### src/rtl/rd0_burst_ctrl.sv
// Read-side DMA burst scheduler for the rd0 display path: walks one frame of DDR
// in fixed-length bursts, gated on rd0 FIFO headroom, one burst outstanding at a time.
module rd0_burst_ctrl #(
  parameter int ADDR_WIDTH       = 28,
  parameter int FIFO_DEPTH_WIDTH = 9,
  parameter int BURST_LEN        = 64,
  parameter int FRAME_BEATS      = 230400,
  parameter int SETTLE_CYC       = 2
) (
  input  logic                        clk,
  input  logic                        rst,
  input  logic                        frame_start,
  input  logic [ADDR_WIDTH-1:0]       frame_base,
  input  logic [FIFO_DEPTH_WIDTH:0]   fifo_water_level,
  output logic                        ddr_rd_req,
  output logic [ADDR_WIDTH-1:0]       ddr_rd_addr,
  output logic [7:0]                  ddr_rd_len,
  input  logic                        ddr_rd_ack,
  input  logic                        ddr_rd_data_valid,
  input  logic                        ddr_rd_last,
  output logic                        fifo_wr_en,
  output logic                        busy,
  output logic                        frame_done,
  output logic [1:0]                  err
);

  localparam int FRAME_BURSTS = FRAME_BEATS / BURST_LEN;
  localparam int BL_W         = $clog2(FRAME_BURSTS + 1);
  localparam int BEAT_W       = $clog2(BURST_LEN) + 2;
  localparam int SET_W        = (SETTLE_CYC > 1) ? $clog2(SETTLE_CYC) : 1;

  localparam logic [FIFO_DEPTH_WIDTH:0] LEVEL_MAX =
    (FIFO_DEPTH_WIDTH+1)'((2 ** FIFO_DEPTH_WIDTH) - BURST_LEN);
  localparam logic [ADDR_WIDTH-1:0] BURST_BYTES    = ADDR_WIDTH'(BURST_LEN * 8);
  localparam logic [BL_W-1:0]       FRAME_BURSTS_L = BL_W'(FRAME_BURSTS);
  localparam logic [BEAT_W-1:0]     BURST_LEN_L    = BEAT_W'(BURST_LEN);
  localparam logic [SET_W-1:0]      SETTLE_LAST    = SET_W'(SETTLE_CYC - 1);

  localparam logic [2:0] S_IDLE   = 3'd0;
  localparam logic [2:0] S_CHECK  = 3'd1;
  localparam logic [2:0] S_REQ    = 3'd2;
  localparam logic [2:0] S_DATA   = 3'd3;
  localparam logic [2:0] S_SETTLE = 3'd4;

  logic [2:0]            state;
  logic [ADDR_WIDTH-1:0] addr;
  logic [BL_W-1:0]       bursts_left;
  logic [BEAT_W-1:0]     beat_cnt;
  logic [SET_W-1:0]      settle_cnt;
  logic                  restart_pend;
  logic [ADDR_WIDTH-1:0] restart_base;

  logic              in_data;
  logic              beat_now;
  logic              burst_end;
  logic              short_burst;
  logic              stray_beat;
  logic [BEAT_W-1:0] beat_next;

  assign in_data     = (state == S_DATA);
  assign beat_now    = in_data && ddr_rd_data_valid;
  assign burst_end   = beat_now && ddr_rd_last;
  assign beat_next   = beat_cnt + BEAT_W'(1);
  assign short_burst = burst_end && (beat_next != BURST_LEN_L);
  assign stray_beat  = ddr_rd_data_valid && !in_data;

  assign busy        = (state != S_IDLE);
  assign ddr_rd_req  = (state == S_REQ);
  assign ddr_rd_addr = addr;
  assign ddr_rd_len  = 8'(BURST_LEN - 1);
  // Beats outside DATA are dropped here so the FIFO never sees them.
  assign fifo_wr_en  = beat_now;

  // NOTE: all state uses non-blocking assignments so every register samples pre-edge values.
  always_ff @(posedge clk) begin
    if (rst) begin
      state        <= S_IDLE;
      addr         <= '0;
      bursts_left  <= '0;
      beat_cnt     <= '0;
      settle_cnt   <= '0;
      restart_pend <= 1'b0;
      restart_base <= '0;
      frame_done   <= 1'b0;
      err          <= 2'b00;
    end else begin
      frame_done <= 1'b0;
      err        <= {stray_beat || short_burst, frame_start && busy};

      case (state)
        S_IDLE: begin
          if (frame_start) begin
            addr        <= frame_base;
            bursts_left <= FRAME_BURSTS_L;
            state       <= S_CHECK;
          end
        end

        S_CHECK, S_SETTLE: begin
          if (frame_start) begin
            addr        <= frame_base;
            bursts_left <= FRAME_BURSTS_L;
            state       <= S_CHECK;
          end else if (state == S_CHECK) begin
            if (fifo_water_level <= LEVEL_MAX) state <= S_REQ;
          end else if (settle_cnt == SETTLE_LAST) begin
            state <= S_CHECK;
          end else begin
            settle_cnt <= settle_cnt + SET_W'(1);
          end
        end

        S_REQ: begin
          if (frame_start) begin
            restart_pend <= 1'b1;
            restart_base <= frame_base;
          end
          if (ddr_rd_ack) begin
            beat_cnt <= '0;
            state    <= S_DATA;
          end
        end

        S_DATA: begin
          if (frame_start) begin
            restart_pend <= 1'b1;
            restart_base <= frame_base;
          end
          if (beat_now && !(&beat_cnt)) beat_cnt <= beat_next;
          // A short burst still consumes a full burst of address space.
          if (burst_end) begin
            if (restart_pend || frame_start) begin
              addr         <= frame_start ? frame_base : restart_base;
              bursts_left  <= FRAME_BURSTS_L;
              restart_pend <= 1'b0;
              state        <= S_CHECK;
            end else begin
              addr        <= addr + BURST_BYTES;
              bursts_left <= bursts_left - BL_W'(1);
              settle_cnt  <= '0;
              if (bursts_left == BL_W'(1)) begin
                frame_done <= 1'b1;
                state      <= S_IDLE;
              end else begin
                state <= (SETTLE_CYC == 0) ? S_CHECK : S_SETTLE;
              end
            end
          end
        end

        default: state <= S_IDLE;
      endcase
    end
  end

endmodule

### config.mk
export PLATFORM = sky130hd
export DESIGN_NAME = rd0_burst_ctrl
export DESIGN_NICKNAME = d
export VERILOG_FILES = /design/src/rtl/rd0_burst_ctrl.sv
export SDC_FILE = /design/constraint.sdc
export NUM_CORES = 1
export LEC_CHECK = 0
export BUFFER_PORTS_ARGS = -buffer_cell sky130_fd_sc_hd__buf_2
export CORE_UTILIZATION = 59
export CTS_CLUSTER_DIAMETER = 50
export DETAILED_ROUTE_END_ITERATION = 16
export GPL_TIMING_DRIVEN = 0
export HOLD_SLACK_MARGIN = 0.08
export PLACE_DENSITY = 0.88
export RECOVER_POWER = 100
export SLEW_MARGIN = 20
export SYNTH_ARGS = -nofsm -noshare
export SYNTH_HDL_FRONTEND = slang
export SYNTH_SLANG_ARGS = --single-unit
export TNS_END_PERCENT = 10
### constraint.sdc
create_clock -name clk -period 4.15 [get_ports clk]
set_clock_uncertainty 0.1 [all_clocks]
set_input_delay 0.83 -clock clk [delete_from_list [all_inputs] [get_ports clk]]
set_output_delay 0.83 -clock clk [all_outputs]
set_load 0.005 [all_outputs]
==> results.json, run 1 <==
{
  "crit_arrival_ns": 3.03,
  "grt_max_degree": 16,
  "path_max_fanout": 10,
  "row_count": 30,
  "die_area_um2": 7634,
  "setup_viol": 0,
  "hold_viol": 0,
  "hpwl_mm": 8.929,
  "cts_buffer_depth": 2,
  "cts_resized": 0,
  "dr.pass1.iters": 5,
  "worstPathRequired_ns": 4.32,
  "p_clk_share_pct": 30.9,
  "synth-seq-area-share_pct": 39.10,
  "power_uw": 2010,
  "multiInputGateArea_um2": 2323,
  "ys_types": 69,
  "maxCapViolations": 0,
  "fin_crit_ns": 2.865,
  "core-area_um2": 6907,
  "min_path_type": "reg -> reg",
  "fill_cells": 600,
  "cts-htree-levels": 3,
  "clock-sinks": 84,
  "fin_util_pct": 71.94,
  "synth_area_leaders": "dfxtp_1, nand2_1, a21oi_1",
  "seqPwrFrac_pct": 46.9,
  "clkTransAtPathRegs_ns": 0.09,
  "gr-total-overflow": 0,
  "clkLatencyLatePin_ns": 0.36,
  "via_count": 4646,
  "grt_antenna_before_repair": 0,
  "grt_pass1_wl_mm": 20.15,
  "cp-end-kind": "flip-flop",
  "worstSetupStartpointType": "flip-flop",
  "leakagePower_uw": 0.001944,
  "die_h_um": 87.38,
  "ir_drop_mv": 0.2225,
  "r2r-end": "ddr_rd_addr[8]",
  "yosysMostFrequentCell": "nand2_1",
  "cpPeakStageDelay_ns": 0.62,
  "cts_tree": "yes",
  "hold_end": "restart_base[15]",
  "syn_area_um2": 4300,
  "crit_path_cell_trace": "clkbuf_1 > nand3b_1 > a2bb2oi_1 > nor2_1 > clkbuf_1 > nor2_1 > a311oi_1",
  "yosys_most_used_dff": "dfxtp_1",
  "synth_seq_cells": 84,
  "p_int_uw": 1344,
  "max_slew_margin_pct": 41.13,
  "grt_pass1_vias": 4304,
  "io_pins": 86,
  "grt.total_usage_pct": 34.04,
  "antenna_left": 0,
  "diodes": 0,
  "initial_utilization_pct": 62.26,
  "syn_area_per_cell_um2": 7.638,
  "holdPathStages": 2,
  "die_w_um": 87.38,
  "hold_start": "restart_base[15]",
  "totalWireLength_mm": 12.52,
  "timing.rr.start": "state[0]",
  "synth_commonest_cells": "nand2_1, dfxtp_1, a21oi_1",
  "rsz0062_at_grt": "false",
  "ctsRootBufferMaster": "clkbuf_8",
  "cts_made_buffers": 9,
  "critPathKind": "reg -> reg",
  "yosys_warnings": 0,
  "max_freq_mhz": 349.1,
  "synth_top_area_cell": "dfxtp_1",
  "drc": 0,
  "reg2reg_setup_slack_ns": 1.29,
  "power.switching_uw": 665.4,
  "first_iter_violations": 427,
  "regArea_um2": 1682,
  "synth_edf_count": 0,
  "final_layout_size_suffix_gt1_share_pct": 15.11,
  "outcome": "finished, final reports clean",
  "hold_buffers": 0,
  "async_reset_ff_share_pct": 0,
  "synth_top_cell_area_share_pct": 39.10,
  "slew_viol_final": 0,
  "gp_congestion": 0.9753,
  "post_drt_wl_per_cell_um": 16.52,
  "finalSetupTns_ns": 0,
  "switching_share_pct": 33.11,
  "io_buffers": 77,
  "final_nets": 705,
  "pwr-share-comb_pct": 22.2,
  "post_cts_buffers": 0,
  "worst_slew_pin_slew_ns": 0.8738,
  "layout-area-overhead-vs-synth_pct": 15.54,
  "reg2reg_depth": 7,
  "postSynthCellCount": 563,
  "period_share_pct": 69.02,
  "cp_slowest_cell": "nor2_1",
  "power_density_nw_per_um2": 404.5,
  "avgViaCountPerCell": 6.129
}
## critical path, delay by kind of cell (launching register included)
family,cells,cell delay [ns]
AOI/OAI and AO/OA,2,0.55
DFF,1,0.34
buffers and inverters,2,0.76
and+or+nand+nor,3,1.02
## placed cells by master (no fill, tap or decap), drive strengths merged, types with 5 or more instances in the layout
cell    netlist  layout
xnor2         7       7
nand4         5       5
nor2         52      52
nor4         10      10
o21ai        24      24
dfxtp        84      84
a31oi         6       6
conb          2       8
a211oi       10      10
nand3        33      33
buf          26      79
and3          7       7
a311oi       12      12
a21oi        56      56
inv          15      16
clkbuf       19      53
nand2       112     112
nor3         15      15
## logic make-up after synthesis
| family | count (synthesis) | synth area share [%] |
|---|---|---|
| buffers and inverters | 60 | 6.430 |
| xor gates and xnor gates | 11 | 2.240 |
| other | 2 | 0.1746 |
| DFF | 84 | 39.10 |
| adders and majority gates | 4 | 1.164 |
| AOI/OAI and AO/OA | 138 | 20.95 |
| muxes | 3 | 0.6983 |
| and+or+nand+nor | 261 | 29.24 |
## per-layer routing
metal | share of wire, % | global-route usage, %
met1 | 40 | 42.19
met3 | 8.8 | 6.919
met2 | 49 | 56.61
met5 | 0 | 0
met4 | 2.2 | 16.10
## flip-flops by register name (all words and copies together) (netlist names)
| name | flops |
|---|---|
| settle_cnt | 1 |
| bursts_left | 12 |
| frame_done | 1 |
| restart_pend | 1 |
| err | 2 |
| restart_base | 28 |
| ddr_rd_addr | 28 |
| state | 3 |
| beat_cnt | 8 |
## through the flow
step | cell area (µm²) | setup slack, ns | hold WS, ns | instances
floorplan | 4323 | 2.016 | 0.3317 | 569
global placement | 4828 | 1.638 | 0.3407 | 742
detailed placement | 4828 | 1.554 | 0.3491 | 742
CTS | 5039 | 1.709 | 0.3614 | 758
global route | 4969 | 1.120 | 0.3786 | 758
finish | 4969 | 1.286 | 0.3603 | 758
## cell type report
class,count,share of cell area [%]
clock inverters,6,1.461
flip-flops and latches,84,33.85
well taps,96,2.418
multi-input cells,425,46.76
inverters,15,1.133
repair buffers,77,7.303
clock buffers,10,2.770
plain buffers,45,4.306
## power by group through the flow
| stage | combinational (µW) | clock (µW) | sequential (µW) |
|---|---|---|---|
| global route | 490 | 662 | 951 |
| floorplan | 299 | 0 | 946 |
| global placement | 429 | 0 | 953 |
| detailed placement | 447 | 0 | 956 |
| finish | 447 | 620 | 942 |
| CTS | 453 | 617 | 939 |
## worst max path at each step
stage	start	endpoint	slack [ns]	depth (start not counted)
final	state[0]	ddr_rd_addr[8]	1.29	7
after global routing	state[0]	ddr_rd_addr[8]	1.12	7
after detailed placement	frame_start	restart_base[26]	1.55	7
after floorplan	frame_start	ddr_rd_addr[18]	2.02	5
after CTS	state[0]	fifo_wr_en	1.71	5
after global placement	frame_start	ddr_rd_addr[22]	1.64	7
(Power assumes the default switching activity.)
==> run 2: changes to the inputs <==
Settings changed: CORE_UTILIZATION 59 to 50, PLACE_DENSITY 0.88 to 0.79.
Clock period 4.15 ns to 2.5 ns, I/O delays scaled along.
==> run 2 against run 1 <==
  * Final cell count up 1.2%
  * Combinational power up 66%
  * Design area up 0.73%
  * Global-route usage down 5.9 points
  * Sequential power up 66%
  * Count of clock-buffer cells in the layout down 1
  * Worst hold slack worse by 0.091 ns
  * Via count down 3.3%
  * Clock power up 61%
  * Maximum frequency up 23%
  * Sequential share of layout area down 0.25 points
  * Critical path type unchanged
  * Critical endpoint is now ddr_rd_addr[22]
  * Highest routed layer unchanged
==> results.json, run 2 (synthesis results as in run 1) <==
{
  "outcome": "finished, final reports clean",
  "avgViaCountPerCell": 5.859,
  "switching_share_pct": 33.20,
  "final_cell_mix": "nand2_1, dfxtp_1, buf_2, a21oi_1, nor2_1",
  "setup_viol": 0,
  "io_pins": 86,
  "totalWireLength_mm": 12.15,
  "r2r-end": "ddr_rd_addr[22]",
  "crit_path_cell_trace": "buf_2 > or2_0 > nor2_1 > clkbuf_1 > nand3b_1 > a31oi_1 > a31o_1",
  "hold_end": "restart_base[10]",
  "critPathKind": "reg -> reg",
  "initial_utilization_pct": 52.08,
  "cts_tree": "yes",
  "final_cell_count_no_fill": 767,
  "cp-end-kind": "flip-flop",
  "die_w_um": 94.74,
  "worstPathRequired_ns": 2.72,
  "io_buffers": 77,
  "grt.total_usage_pct": 28.16,
  "maxCapViolations": 0,
  "cp_slowest_cell": "clkbuf_1",
  "max_freq_mhz": 430.2,
  "fin_util_pct": 60.61,
  "reg2reg_depth": 7,
  "hpwl_mm": 8.777,
  "worst_slew_pin_slew_ns": 0.6282,
  "layout-area-overhead-vs-synth_pct": 16.38,
  "antenna_left": 0,
  "path_max_fanout": 10,
  "period_share_pct": 92.99,
  "drc": 0,
  "placedCellCount": 751,
  "cts_made_buffers": 9,
  "power_density_nw_per_um2": 659.9,
  "fill_cells": 757,
  "cts_buffer_depth": 2,
  "layout_commonest_cell": "nand2_1",
  "diodes": 0,
  "p_int_uw": 2206,
  "ctsRootBufferMaster": "clkbuf_8",
  "gr-total-overflow": 0,
  "grt_antenna_before_repair": 0,
  "grt_pass1_wl_mm": 19.64,
  "fin_crit_ns": 2.325,
  "post_drt_wl_per_cell_um": 15.85,
  "clkTransAtPathRegs_ns": 0.09,
  "core-area_um2": 8258,
  "die_h_um": 94.74,
  "leakagePower_uw": 0.001970,
  "clkLatencyLatePin_ns": 0.37,
  "final_nets": 705,
  "crit_family": "simple AND/OR/NAND/NOR gates",
  "cp.depth": 7,
  "drt-met1-wl_mm": 5.183,
  "cpPeakStageDelay_ns": 0.48,
  "worstSetupStartpointType": "flip-flop",
  "wl_met3_mm": 1.019,
  "min_path_type": "in -> reg",
  "rsz0062_at_grt": "false",
  "gp_congestion": 0.9113,
  "row_count": 33,
  "hold_viol": 0,
  "crit_arrival_ns": 2.54,
  "clock-sinks": 84,
  "ir_drop_mv": 0.3192,
  "seqPwrFrac_pct": 47.3,
  "die_area_um2": 8976,
  "grt_max_degree": 16,
  "max_slew_margin_pct": 58.12,
  "via_count": 4494,
  "final_layout_size_suffix_gt1_share_pct": 16.16,
  "p_clk_share_pct": 30.3,
  "met2WireLength_mm": 5.609,
  "final_area_um2": 5005,
  "dpl_cell_area_um2": 4840,
  "maxUsedRoutingLayer": "met4",
  "worst-path-buf-inv": 2,
  "holdPathStages": 3,
  "grt_pass1_vias": 4019,
  "post_cts_buffers": 0,
  "slew_viol_final": 0,
  "hold_buffers": 0,
  "cts-htree-levels": 3,
  "reg2reg_setup_slack_ns": 0.18,
  "timing.rr.start": "restart_pend",
  "finalSetupTns_ns": 0,
  "power.switching_uw": 1096,
  "hold_start": "frame_base[10]",
  "dr.pass1.iters": 6,
  "pwr-share-comb_pct": 22.4,
  "cts_resized": 0,
  "first_iter_violations": 380
}
==> run 2: stage by stage <==
| step | hold slack [ns] | worst slack [ns] | total power, µW |
|---|---|---|---|
| final | 0.2696 | 0.1754 | 3302 |
| after floorplan | 0.3317 | 0.6168 | 2066 |
| after detailed placement | 0.3466 | 0.2727 | 2327 |
| after CTS | 0.2676 | 0.3105 | 3309 |
| after global placement | 0.3406 | 0.3155 | 2299 |
| after global routing | 0.2657 | 0.07902 | 3481 |
==> run 2: routing by layer <==
layer | vias to the layer above | track usage (%)
li1 | 2168 | -
met1 | 2074 | 36.74
met2 | 218 | 44.42
met3 | 34 | 6.441
met4 | 0 | 12.12
met5 | - | 0
==> run 2: power by group through the flow <==
stage	combinational [µW]	sequential, µW	clock (µW)
2_1_floorplan	496	1570	0
6_report	740	1560	1000
3_3_place_gp	718	1580	0
3_5_place_dp	739	1590	0
4_1_cts	748	1560	1000
5_1_grt	821	1580	1080
==> run 2: worst register-to-register path, delay by kind of cell (launching register included) <==
kind / cells / cell delay [ns]
simple gates: 3 / 0.82
buf+inv: 2 / 0.66
compound gates: 2 / 0.40
flops: 1 / 0.31
==> run 2: layout make-up <==
| cell class | count | area (µm²) | area share (%) |
|---|---|---|---|
| Buffer | 45 | 219.0 | 4.375 |
| Multi-Input combinational cell | 425 | 2355 | 47.05 |
| Sequential cell | 84 | 1682 | 33.60 |
| Clock buffer | 9 | 123.9 | 2.475 |
| Tap cell | 105 | 131.4 | 2.625 |
| Inverter | 15 | 56.30 | 1.125 |
| Timing Repair Buffer | 77 | 361.6 | 7.225 |
| Clock inverter | 7 | 76.32 | 1.525 |
==> run 2: worst max-delay path by stage <==
stage	from	endpoint	slack (ns)
floorplan	ddr_rd_addr[9]	ddr_rd_addr[21]	0.62
global placement	ddr_rd_data_valid	ddr_rd_addr[20]	0.32
detailed placement	frame_start	ddr_rd_addr[9]	0.27
CTS	state[0]	ddr_rd_addr[19]	0.31
global route	restart_pend	ddr_rd_addr[19]	0.08
finish	restart_pend	ddr_rd_addr[22]	0.18
